[src/rtl/cam_access_ctrl.sv]
// cam_access_ctrl: schedules one update requester and one lookup requester onto a shared CAM.
// An update writes the new key over the old one for WRITE_CYCLES cycles. It then waits for the
// CAM to drop busy, and a sticky error is raised if busy stays high for BUSY_TIMEOUT cycles.
// A lookup drives the key, samples the match SEARCH_LATENCY cycles later and stores it in a
// one-entry result register that supports backpressure.
// Optional macro CAM_CTRL_STATS_EN adds saturating 16-bit lookup/hit/update counters.
module cam_access_ctrl #(
    parameter int DATA_WIDTH     = 4,
    parameter int ADDR_WIDTH     = 2,
    parameter int WRITE_CYCLES   = 2,
    parameter int SEARCH_LATENCY = 1,
    parameter int MAX_WR_BURST   = 4,
    parameter int BUSY_TIMEOUT   = 64
) (
    input  logic                  i_clk,
    input  logic                  i_rst,
    input  logic                  i_upd_valid,
    output logic                  o_upd_ready,
    input  logic [ADDR_WIDTH-1:0] i_upd_addr,
    input  logic [DATA_WIDTH-1:0] i_upd_key,
    input  logic [DATA_WIDTH-1:0] i_upd_old_key,
    input  logic                  i_srch_valid,
    output logic                  o_srch_ready,
    input  logic [DATA_WIDTH-1:0] i_srch_key,
    output logic                  o_res_valid,
    input  logic                  i_res_ready,
    output logic                  o_res_match,
    output logic [ADDR_WIDTH-1:0] o_res_addr,
    output logic                  o_err_timeout,
`ifdef CAM_CTRL_STATS_EN
    output logic [15:0]           o_stat_lookups,
    output logic [15:0]           o_stat_hits,
    output logic [15:0]           o_stat_updates,
`endif
    output logic                  o_cam_write_enable,
    output logic [DATA_WIDTH-1:0] o_cam_din,
    output logic [DATA_WIDTH-1:0] o_cam_cmp_din,
    output logic [ADDR_WIDTH-1:0] o_cam_write_addr,
    input  logic                  i_cam_busy,
    input  logic                  i_cam_match,
    input  logic [ADDR_WIDTH-1:0] i_cam_match_addr
);

    localparam int CYC_MAX = (WRITE_CYCLES > SEARCH_LATENCY) ? WRITE_CYCLES : SEARCH_LATENCY;
    localparam int CYC_W   = (CYC_MAX > 1) ? $clog2(CYC_MAX) : 1;
    localparam int BURST_W = $clog2(MAX_WR_BURST + 1);
    localparam int TMO_W   = (BUSY_TIMEOUT > 1) ? $clog2(BUSY_TIMEOUT) : 1;

    localparam logic [2:0] S_IDLE     = 3'd0;
    localparam logic [2:0] S_WR_ISSUE = 3'd1;
    localparam logic [2:0] S_WR_WAIT  = 3'd2;
    localparam logic [2:0] S_SR_ISSUE = 3'd3;
    localparam logic [2:0] S_SR_WAIT  = 3'd4;

    logic [2:0]            r_state, w_state_nxt;
    logic [CYC_W-1:0]      r_cyc, w_cyc_nxt;
    logic [TMO_W-1:0]      r_tmo, w_tmo_nxt;
    logic [BURST_W-1:0]    r_burst, w_burst_nxt;
    logic                  r_err, w_err_nxt;
    logic [DATA_WIDTH-1:0] r_cam_din, w_cam_din_nxt;
    logic [DATA_WIDTH-1:0] r_cam_cmp, w_cam_cmp_nxt;
    logic [ADDR_WIDTH-1:0] r_cam_waddr, w_cam_waddr_nxt;
    logic                  r_res_valid, w_res_valid_nxt;
    logic                  r_res_match, w_res_match_nxt;
    logic [ADDR_WIDTH-1:0] r_res_addr, w_res_addr_nxt;

    logic w_idle, w_upd_base, w_srch_base, w_srch_wins;
    logic w_upd_rdy, w_srch_rdy, w_upd_go, w_srch_go, w_sample;

    // Requests are never accepted while reset is asserted, so readies read 0 then.
    assign w_idle      = (r_state == S_IDLE);
    assign w_upd_base  = w_idle & ~i_cam_busy & ~r_err & ~i_rst;
    assign w_srch_base = w_upd_base & ~(r_res_valid & ~i_res_ready);
    // A waiting lookup is forced in once MAX_WR_BURST updates have jumped ahead of it.
    assign w_srch_wins = w_srch_base & i_srch_valid & (r_burst == BURST_W'(MAX_WR_BURST));
    assign w_upd_rdy   = w_upd_base & ~w_srch_wins;
    assign w_srch_rdy  = w_srch_base & ~(i_upd_valid & w_upd_rdy);
    assign w_upd_go    = i_upd_valid & w_upd_rdy;
    assign w_srch_go   = i_srch_valid & w_srch_rdy;

    // The match is sampled in SR_ISSUE for zero latency, otherwise in the last SR_WAIT cycle.
    assign w_sample = ((r_state == S_SR_ISSUE) && (SEARCH_LATENCY == 0)) ||
                      ((r_state == S_SR_WAIT) && (r_cyc == CYC_W'(SEARCH_LATENCY - 1)));

    assign o_upd_ready        = w_upd_rdy;
    assign o_srch_ready       = w_srch_rdy;
    assign o_res_valid        = r_res_valid;
    assign o_res_match        = r_res_match;
    assign o_res_addr         = r_res_addr;
    assign o_err_timeout      = r_err;
    assign o_cam_write_enable = (r_state == S_WR_ISSUE);
    assign o_cam_din          = r_cam_din;
    assign o_cam_cmp_din      = r_cam_cmp;
    assign o_cam_write_addr   = r_cam_waddr;

    // Next-state logic for the sequencer, the arbitration counter and the result register.
    always_comb begin
        w_state_nxt     = r_state;
        w_cyc_nxt       = r_cyc;
        w_tmo_nxt       = r_tmo;
        w_err_nxt       = r_err;
        w_cam_din_nxt   = r_cam_din;
        w_cam_cmp_nxt   = r_cam_cmp;
        w_cam_waddr_nxt = r_cam_waddr;
        w_burst_nxt     = r_burst;
        w_res_valid_nxt = r_res_valid;
        w_res_match_nxt = r_res_match;
        w_res_addr_nxt  = r_res_addr;

        case (r_state)
            S_IDLE: begin
                if (w_upd_go) begin
                    w_state_nxt     = S_WR_ISSUE;
                    w_cyc_nxt       = '0;
                    w_cam_din_nxt   = i_upd_key;
                    w_cam_cmp_nxt   = i_upd_old_key;
                    w_cam_waddr_nxt = i_upd_addr;
                end else if (w_srch_go) begin
                    w_state_nxt   = S_SR_ISSUE;
                    w_cyc_nxt     = '0;
                    w_cam_din_nxt = i_srch_key;
                end
            end
            S_WR_ISSUE: begin
                if (r_cyc == CYC_W'(WRITE_CYCLES - 1)) begin
                    w_state_nxt = S_WR_WAIT;
                    w_tmo_nxt   = '0;
                end else begin
                    w_cyc_nxt = r_cyc + CYC_W'(1);
                end
            end
            S_WR_WAIT: begin
                if (!i_cam_busy) begin
                    w_state_nxt = S_IDLE;
                end else if (r_tmo == TMO_W'(BUSY_TIMEOUT - 1)) begin
                    w_err_nxt   = 1'b1;
                    w_state_nxt = S_IDLE;
                end else begin
                    w_tmo_nxt = r_tmo + TMO_W'(1);
                end
            end
            S_SR_ISSUE: begin
                w_cyc_nxt   = '0;
                w_state_nxt = (SEARCH_LATENCY == 0) ? S_IDLE : S_SR_WAIT;
            end
            S_SR_WAIT: begin
                if (w_sample) begin
                    w_state_nxt = S_IDLE;
                end else begin
                    w_cyc_nxt = r_cyc + CYC_W'(1);
                end
            end
            default: w_state_nxt = S_IDLE;
        endcase

        // Saturating at MAX_WR_BURST keeps the equality test valid while a result blocks lookups.
        if (!i_srch_valid || w_srch_go) begin
            w_burst_nxt = '0;
        end else if (w_upd_go && (r_burst != BURST_W'(MAX_WR_BURST))) begin
            w_burst_nxt = r_burst + BURST_W'(1);
        end

        if (w_sample) begin
            w_res_valid_nxt = 1'b1;
            w_res_match_nxt = i_cam_match;
            w_res_addr_nxt  = i_cam_match ? i_cam_match_addr : '0;
        end else if (r_res_valid && i_res_ready) begin
            w_res_valid_nxt = 1'b0;
        end
    end

    // State registers with synchronous reset; reset aborts any write or search in flight.
    always_ff @(posedge i_clk) begin
        if (i_rst) begin
            r_state     <= S_IDLE;
            r_cyc       <= '0;
            r_tmo       <= '0;
            r_err       <= 1'b0;
            r_cam_din   <= '0;
            r_cam_cmp   <= '0;
            r_cam_waddr <= '0;
            r_burst     <= '0;
            r_res_valid <= 1'b0;
            r_res_match <= 1'b0;
            r_res_addr  <= '0;
        end else begin
            r_state     <= w_state_nxt;
            r_cyc       <= w_cyc_nxt;
            r_tmo       <= w_tmo_nxt;
            r_err       <= w_err_nxt;
            r_cam_din   <= w_cam_din_nxt;
            r_cam_cmp   <= w_cam_cmp_nxt;
            r_cam_waddr <= w_cam_waddr_nxt;
            r_burst     <= w_burst_nxt;
            r_res_valid <= w_res_valid_nxt;
            r_res_match <= w_res_match_nxt;
            r_res_addr  <= w_res_addr_nxt;
        end
    end

`ifdef CAM_CTRL_STATS_EN
    logic [15:0] r_stat_lookups, r_stat_hits, r_stat_updates;

    assign o_stat_lookups = r_stat_lookups;
    assign o_stat_hits    = r_stat_hits;
    assign o_stat_updates = r_stat_updates;

    // Saturating event counters for lookups accepted, hits loaded and updates accepted.
    always_ff @(posedge i_clk) begin
        if (i_rst) begin
            r_stat_lookups <= '0;
            r_stat_hits    <= '0;
            r_stat_updates <= '0;
        end else begin
            if (w_srch_go && (r_stat_lookups != 16'hFFFF)) begin
                r_stat_lookups <= r_stat_lookups + 16'd1;
            end
            if (w_sample && i_cam_match && (r_stat_hits != 16'hFFFF)) begin
                r_stat_hits <= r_stat_hits + 16'd1;
            end
            if (w_upd_go && (r_stat_updates != 16'hFFFF)) begin
                r_stat_updates <= r_stat_updates + 16'd1;
            end
        end
    end
`endif

endmodule

[config.mk]
export PLATFORM = sky130hd
export DESIGN_NAME = cam_access_ctrl
export DESIGN_NICKNAME = d
export VERILOG_FILES = /design/src/rtl/cam_access_ctrl.sv
export SDC_FILE = /design/constraint.sdc
export NUM_CORES = 1
export LEC_CHECK = 0
export BUFFER_PORTS_ARGS = -buffer_cell sky130_fd_sc_hd__buf_2
export CORE_UTILIZATION = 51
export CTS_CLUSTER_DIAMETER = 200
export DETAILED_ROUTE_END_ITERATION = 16
export GPL_TIMING_DRIVEN = 0
export HOLD_SLACK_MARGIN = 0.06
export PLACE_DENSITY_LB_ADDON = 0.15
export SLEW_MARGIN = 20
export SYNTH_ARGS = -nofsm -noshare
export SYNTH_HDL_FRONTEND = slang
export SYNTH_SLANG_ARGS = --single-unit
[constraint.sdc]
create_clock -name i_clk -period 2 [get_ports i_clk]
set_clock_uncertainty 0.1 [all_clocks]
set_input_delay 0 -clock i_clk [delete_from_list [all_inputs] [get_ports i_clk]]
set_output_delay 0 -clock i_clk [all_outputs]
set_load 0.01 [all_outputs]
==> impl_metrics.toml, run 1 <==
[run_status]
outcome = "finished, final reports clean"

[power]
seqPwrFrac_pct = 50.5
vdd_drop_max_v = 0.000509
power.leakage_nw = 0.797
p_sw_uw = 283
clock_power_share_pct = 33.3
total_power_mw = 1.15
swShare_pct = 24.5
p_per_area_mw_per_mm2 = 603
p_comb_share_pct = 16.3
p_int_uw = 870

[finish]
nNetsFinal = 254
fin_cells = 257
final_cell_mix = "buf_2, dfxtp_1, dlygate4sd3_1, a21oi_1, nand3_1"
regArea_sq_um = 562
post-route-util_pct = 75.2
multi_input_area_sq_um = 753
fillers = 192
syn2layout_area_growth_pct = 35.3
postLayoutCellArea_sq_mm = 0.00191
drive_gt1_share_pct = 26.9
n_antenna_cell = 0
final_common_cell = "buf_2"

[job]
drv_cap = 0

[critical_path]
r2r_slack_ns = 0.14
reg2reg_depth = 5
arrival_ns = 1.80
worstPathRequired_ns = 1.90
crit_type = "reg2out"
path_max_fanout = 13
r2r_start = "r_burst[0]"
r2r-end = "o_cam_din[0]"
end_kind = "primary output"
start_kind = "register"

[grt]
grt_pass1_wl_mm = 5.30
grt_max_degree = 17
antenna_found_initial = 0
grt_pass1_vias = 1247
grt_remaining_overflow = 0
grt_use_total_pct = 24.7

[routing]
vias_per_cell = 5.63
drtIter0Drc = 30
routed_wl_mm = 3.57
vias = 1446
drc = 0
ant_nets = 0
routedWlPerCell_um = 13.9
dr.pass1.iters = 4

[synth]
synth_nets = 188
synth_fa_ha_area_share_pct = 2.65
synth-compound-area-share_pct = 23.1
seq_area_frac_synth_pct = 39.6
synth_cell_types = 46
synth_cells = 162
synth_area_sq_mm = 0.00141
synth_edf_count = 0
synth-xor-area-share_pct = 2.48
yosys.area_share.simple_pct = 23.4
avgSynthCellArea_sq_um = 8.73
synth-seq-cells = 28
ys.warnings.count = 0
muxShareOfSynthArea_pct = 1.50
synthFlopType = "dfxtp_1"
synth_top_family_by_area = "simple AND/OR/NAND/NOR gates"
async_flop_share_pct = 0

[cts]
cts_buffers = 3
path_clk_slew_ns = 0.16
cts_sinks = 28
cts_buffer_depth = 2
cts.htree.levels = 1
cts_tree = "yes"
insertion_delay_ns = 0.34
root_buffer = "clkbuf_4"

[die]
core-area_sq_mm = 0.00254
io_pins = 41
fp.dieW_um = 54.7
num_rows = 18
die_area_sq_mm = 0.00299
start_util_pct = 55.6
die_h_um = 54.7

[placement]
dpl.hpwl_mm = 2.30
place_area_sq_mm = 0.00165
pre_cts_ws_ns = 0.165
placed_cells = 232
gp_congestion = 0.846
io_buffers = 40

[min_path]
hold_path_class = "in2reg"
holdCritStartpoint = "i_upd_old_key[1]"
holdPathStages = 4
hold_path_end = "o_cam_cmp_din[1]"

[sta]
fin_tns_setup_ns = 0
max_freq_mhz = 526
rsz0062_at_grt = "no"
slew_violations = 0
hold_viol_final = 0
finalSetupViolations = 0
fin_crit_sh_pct = 95.1
fin_hold_ws_ns = 0.341
max_slew.worst_pin.slew_ns = 0.548
min_period_ns = 1.90
setup_slack_ns = 0.0973
slew_headroom_pct = 63.5
## flip-flops by register name, summed over array words and instances, names as in the netlist
signal	cells
o_cam_cmp_din	4
o_cam_din	4
o_cam_write_addr	2
o_err_timeout	1
o_res_addr	2
o_res_match	1
o_res_valid	1
r_burst	3
r_cyc	1
r_state	3
r_tmo	6
## worst max-delay path, stage by stage (launching register included)
cell and delay, ns:
dfxtp_1 0.35, inv_1 0.09, ha_1 0.25, a41o_1 0.43, and3_1 0.21, buf_2 0.13
## what timing repair did
action / 4_1_cts / 5_1_grt
cloned: 0 / 0
setup buffers: 0 / 1
hold buffers: 22 / 0
pin swaps: 0 / 2
endpoints found under the hold margin: 25 / 0
setup endpoints to repair: 2 / 2
gates resized for setup: 1 / 4
## power by group through the flow
stage,registers (mW),clock network [mW],logic [mW]
floorplan,0.597,0,0.0903
global placement,0.592,0,0.149
detailed placement,0.593,0,0.153
CTS,0.581,0.385,0.186
global route,0.583,0.408,0.203
finish,0.582,0.384,0.188
## layout make-up
class                           count  area share [%]
Buffer                              7            2.81
Clock buffer                        3            1.18
Clock inverter                      1            1.57
Inverter                            7            1.37
Multi-Input combinational cell    118            39.4
Sequential cell                    28            29.4
Tap cell                           30            1.96
Timing Repair Buffer               63            22.4
## logic make-up (layout without fill, tap and decap cells)
family	after synthesis	after routing
and+or+nand+nor	60	60
buffers and inverters	16	81
DFF	28	28
xor gates and xnor gates	4	4
adders and majority gates	3	3
AOI/OAI and AO/OA	49	49
muxes	2	2
## worst max path at each step
stage               start  cells past startpoint            to
3_3_place_gp   r_burst[0]                      6  o_cam_din[3]
4_1_cts        r_state[2]                      7  o_srch_ready
5_1_grt        r_burst[0]                      5  o_srch_ready
2_1_floorplan  r_burst[0]                      6  o_cam_din[3]
3_5_place_dp   r_burst[0]                      6  o_cam_din[2]
6_report       r_burst[0]                      5  o_srch_ready
## layer usage
metal	part of all wire (%)	GRT usage [%]
met5	0	0
met4	1.7	8.97
met3	4.4	3.61
met1	45	29.9
met2	49	43.4
## cell usage after synthesis, drive strengths merged (3+ instances only)
cell	instances	area (sq um)
nand2	11	41.3
xor2	3	26.3
o21ai	11	55.1
ha	3	37.5
nand3	15	75.1
inv	7	26.3
and3	3	18.8
and2	3	21.3
buf	5	61.3
dfxtp	28	561
nor2	13	48.8
a21oi	18	93.8
clkbuf	4	15.0
a311oi	4	41.3
o211ai	4	30.0
No activity file was read; power rests on OpenSTA's default activity.
==> run 2, diff against run 1 <==
CORE_UTILIZATION = 46   (was 51)
clock period = 1.7 ns   (was 2 ns; I/O delays follow)
==> run 2 against run 1 <==
  * The run now ends with design-rule violations, negative setup slack left
  * Clock power grew 17%
  * Sequential share of layout area decreased by 2.5 points
  * Flip-flop and latch count is the same
  * Routed wire length is 7.7% higher
  * First-iteration DRC count grew 60%
  * Global-route usage is 0.55 points lower
  * Register-to-register slack got worse by 0.15 ns
  * Die area grew 10%
  * Clock-buffer cell count did not move
  * Critical path type unchanged
  * Critical endpoint unchanged
  * Largest cell class unchanged
  * Largest power group unchanged
==> impl_metrics.toml, run 2 (same netlist as run 1, synthesis figures left out) <==
[job]
drv_cap = 0

[critical_path]
cp_cell_sequence = "nor4_4 > and2_4 > buf_12 > buf_12 > and3_4 > buf_6"
arrival_ns = 1.71
path_max_fanout = 4
crit_type = "reg2out"
end_kind = "primary output"
r2r_start = "r_state[2]"
path_common_cell = "buf_12"
max_stage_delay_ns = 0.40
cp_slowest_cell = "dfxtp_4"
worstPathRequired_ns = 1.60
r2r-end = "o_cam_din[3]"
start_kind = "register"
reg2reg_depth = 7
r2r_slack_ns = -0.01

[placement]
place_area_sq_mm = 0.00165
gp_congestion = 0.759
pre_cts_ws_ns = -0.142
io_buffers = 40
placed_cells = 233
dpl.hpwl_mm = 2.40

[die]
num_rows = 19
start_util_pct = 50.0
core-area_sq_mm = 0.00283
die_h_um = 57.4
die_area_sq_mm = 0.00330
fp.dieW_um = 57.4
io_pins = 41

[finish]
syn2layout_area_growth_pct = 49.5
final_cell_mix = "buf_2, dfxtp_1, dlygate4sd3_1, a21oi_1, nand3_1"
final_common_cell = "buf_2"
drive_gt1_share_pct = 35.4
fillers = 205
largest_reg_flops = 6
nNetsFinal = 267
n_antenna_cell = 0
postLayoutCellArea_sq_mm = 0.00211
fin_cells = 271
largest_register = "r_tmo"
post-route-util_pct = 74.7

[routing]
routedWlPerCell_um = 14.2
drtIter0Drc = 48
dr.pass1.iters = 10
vias_per_cell = 5.64
routed_wl_mm = 3.84
vias = 1528
ant_nets = 0
drc = 2

[sta]
slew_violations = 0
hold_viol_final = 0
fin_tns_setup_ns = -0.164
slew_headroom_pct = 63.5
finalSetupViolations = 4
rsz0062_at_grt = "yes"
max_slew.worst_pin.slew_ns = 0.548
min_period_ns = 1.81
max_freq_mhz = 554
setup_slack_ns = -0.106
fin_crit_sh_pct = 106
fin_hold_ws_ns = 0.0608

[run_status]
violations = "design-rule violations, negative setup slack"
outcome = "finished with violations"

[cts]
insertion_delay_ns = 0.34
root_buffer = "clkbuf_4"
cts_buffer_depth = 2
cts_sinks = 28
cts_buffers = 3
path_clk_slew_ns = 0.16
cts.htree.levels = 1
cts_tree = "yes"

[grt]
grt_pass1_vias = 1452
antenna_found_initial = 0
grt_max_degree = 17
grt_remaining_overflow = 0
grt_pass1_wl_mm = 6.18
grt_use_total_pct = 24.1

[power]
power.leakage_nw = 0.875
vdd_drop_max_v = 0.000453
p_per_area_mw_per_mm2 = 663
total_power_mw = 1.40

[min_path]
hold_path_class = "in2reg"
holdPathStages = 5
hold_path_end = "r_state[1]"
holdCritStartpoint = "i_cam_busy"
run 2: cell count changes in the layout (fill, tap and decap cells not counted), sizes merged:
cell,before,now
buf,46,57
clkbuf,5,7
run 2: what timing repair did:
action                                  in CTS  in global routing
endpoints found under the setup margin      13                 15
setup buffers                                7                  6
pin swaps                                    7                  4
gates resized for setup                     13                 17
hold buffers                                22                  0
hold endpoints to repair                    24                  0
run 2: how the worst max path moves through the flow:
| stage | start | endpoint | slack, ns |
|---|---|---|---|
| final | r_state[2] | o_srch_ready | -0.11 |
| after global routing | r_burst[0] | o_srch_ready | -0.17 |
| after CTS | o_err_timeout | o_srch_ready | -0.15 |
| after detailed placement | r_burst[0] | o_cam_din[2] | -0.14 |
| after global placement | r_burst[0] | o_cam_din[3] | -0.08 |
| after floorplan | r_burst[0] | o_cam_din[3] | 0.13 |
run 2: where the power goes:
| group | switching (mW) | internal [mW] |
|---|---|---|
| combinational | 0.125 | 0.141 |
| clock | 0.213 | 0.239 |
| sequential | 0.0114 | 0.672 |
run 2: routing by layer:
| layer | up-vias | wire length (um) | global-route usage, % |
|---|---|---|---|
| li1 | 751 | - | - |
| met1 | 721 | 1750 | 28.6 |
| met2 | 47 | 1870 | 42.0 |
| met3 | 9 | 161 | 3.40 |
| met4 | 0 | 61 | 12.5 |
| met5 | - | 0 | 0 |
run 2: area by class of cell:
class                           instances  area (sq um)  share of cell area, %
Buffer                                  8          81.3                   3.85
Clock buffer                            3          22.5                   1.07
Clock inverter                          1          30.0                   1.42
Inverter                                7          26.3                   1.24
Multi-Input combinational cell        118           823                   39.0
Sequential cell                        28           567                   26.8
Tap cell                               31          38.8                   1.84
Timing Repair Buffer                   75           524                   24.8
run 2: worst max-delay path, delay by kind of cell, from the launching register on:
family                 cells  cell delay [ns]
flip-flops                 1             0.40
AND/OR/NAND/NOR            3             0.69
buffers and inverters      3             0.28
==> run 3, diff against run 2 <==
clock period = 1.5 ns   (was 1.7 ns; I/O delays follow)
==> run 3 against run 2 <==
  * The run ends with design-rule violations, negative hold slack, negative setup slack left
  * Combinational power grew 22%
  * Flip-flop and latch count is the same
  * Die area is the same
  * Clock power grew 12%
  * Clock-buffer cell count is the same
  * Largest power group unchanged
  * Highest routed layer unchanged
==> impl_metrics.toml, run 3 (same netlist as run 1, synthesis figures left out) <==
[die]
num_rows = 19
start_util_pct = 50.0
die_h_um = 57.4
io_pins = 41
fp.dieW_um = 57.4
die_area_sq_mm = 0.00330
core-area_sq_mm = 0.00283

[grt]
grt_use_total_pct = 26.4
grt_pass1_wl_mm = 6.64
antenna_found_initial = 0
grt_remaining_overflow = 0
grt_pass1_vias = 1427
grt_max_degree = 17

[critical_path]
cp_slowest_cell = "dfxtp_4"
start_kind = "register"
startpoint = "o_err_timeout"
worstPathRequired_ns = 1.66
path_common_cell = "buf_12"
max_stage_delay_ns = 0.39
r2r_start = "o_err_timeout"
end_kind = "register"
cp_cell_sequence = "nor4_4 > and2_4 > buf_12 > buf_12 > buf_4 > buf_8 > a21oi_4 > a311oi_2"
crit_buf_inv = 4
path_max_fanout = 5
r2r_slack_ns = -0.32
critPathTopFamily = "simple AND/OR/NAND/NOR gates"
arrival_ns = 1.98
crit_type = "reg2reg"

[sta]
fin_hold_ws_ns = -0.0522
min_period_ns = 1.82
slew_headroom_pct = 62.8
max_slew.worst_pin.slew_ns = 0.557
max_freq_mhz = 549
fin_crit_sh_pct = 121
setup_slack_ns = -0.321
finalSetupViolations = 18
slew_violations = 0
rsz0062_at_grt = "yes"
hold_viol_final = 3

[cts]
cts_buffers = 3
root_buffer = "clkbuf_4"
cts.htree.levels = 1
cts_hold_buffers = 21
insertion_delay_ns = 0.34
cts_sinks = 28
cts_buffer_depth = 2
cts_tree = "yes"
path_clk_slew_ns = 0.16

[run_status]
outcome = "finished with violations"
violations = "design-rule violations, negative hold slack, negative setup slack"

[finish]
largest_register = "r_tmo"
fin_cells = 273
n_antenna_cell = 0
syn2layout_area_growth_pct = 57.0
final_common_cell = "buf_2"
final_cell_mix = "buf_2, dlygate4sd3_1, dfxtp_1, a21oi_1, nand3_1"
largest_reg_flops = 6
nNetsFinal = 269
drive_gt1_share_pct = 41.3

[power]
power.leakage_nw = 0.922
seqPwrFrac_pct = 48.2
p_sw_uw = 401
p_comb_share_pct = 20.2
vdd_drop_max_v = 0.000532
p_int_mw = 1.20
clock_power_share_pct = 31.6
p_per_area_mw_per_mm2 = 724
swShare_pct = 25.0

[routing]
met1_length_mm = 1.75
vias_per_cell = 5.77
drtIter0Drc = 64
routedWlPerCell_um = 15.4
vias = 1575
dr.pass1.iters = 11
top_layer = "met4"
ant_nets = 0
wl_met2_mm = 2.23
drc = 1
wl_met3_um = 192
routed_wl_mm = 4.21

[min_path]
hold_path_class = "in2reg"
holdCritStartpoint = "i_rst"

[job]
drv_cap = 0

[placement]
placed_cells = 233
io_buffers = 40
gp_congestion = 0.817
dpl.hpwl_mm = 2.48
run 3: cell count changes in the layout (fill, tap and decap cells not counted), sizes merged:
cell | before | now
buf | 57 | 60
dlygate4sd3 | 22 | 21
run 3: what timing repair did:
action	4_1_cts	5_1_grt
setup buffers	9	7
gates resized for setup	23	28
endpoints found under the hold margin	25	9
pin swaps	12	16
cloned	0	1
setup endpoints to repair	19	23
run 3: per-layer routing:
layer  up-vias  global-route usage, %
met5         -                      0
met4         0                   7.32
met3         5                   3.17
met2        46                   49.5
met1       769                   31.2
li1        755                      -
run 3: through the flow:
stage	utilization, %	setup slack (ns)	TNS [ns]	power [mW]	instance area [sq um]
3_5_place_dp	58.6	-0.261	-3.21	0.999	1660
2_1_floorplan	-	-0.0312	-0.0312	0.918	1420
5_1_grt	78.5	-0.378	-4.41	1.67	2220
4_1_cts	72.1	-0.349	-3.34	1.57	2040
6_report	78.5	-0.321	-3.35	1.61	2220
3_3_place_gp	58.6	-0.203	-2.44	0.991	1660
run 3: path summary, 6_finish.rpt:
path	to	cells past startpoint
hold reg to reg	o_res_addr[0]	2
hold / removal	r_cyc	4
setup / recovery	o_cam_din[3]	8
setup reg to reg	o_cam_din[3]	8
run 3: tightest hold or removal path, cell delays in order:
cell and delay [ns]:
buf_2 0.16, nor2_1 0.06, o211ai_1 0.09, a21oi_1 0.05
run 3: power groups by stage:
stage / clock network, mW / logic (mW) / registers [mW]
floorplan: 0 / 0.122 / 0.796
global placement: 0 / 0.201 / 0.790
detailed placement: 0 / 0.208 / 0.791
CTS: 0.520 / 0.272 / 0.774
global route: 0.551 / 0.347 / 0.776
finish: 0.507 / 0.325 / 0.774
run 3: cell type report:
cell class,count,area [sq um]
buffer,8,92.6
clock buffer,3,22.5
clock inverter,1,30.0
tap,31,38.8
sequential,28,578
timing repair buffer,77,567
inverter,7,26.3
multi-input combinational,118,865
fill,195,609
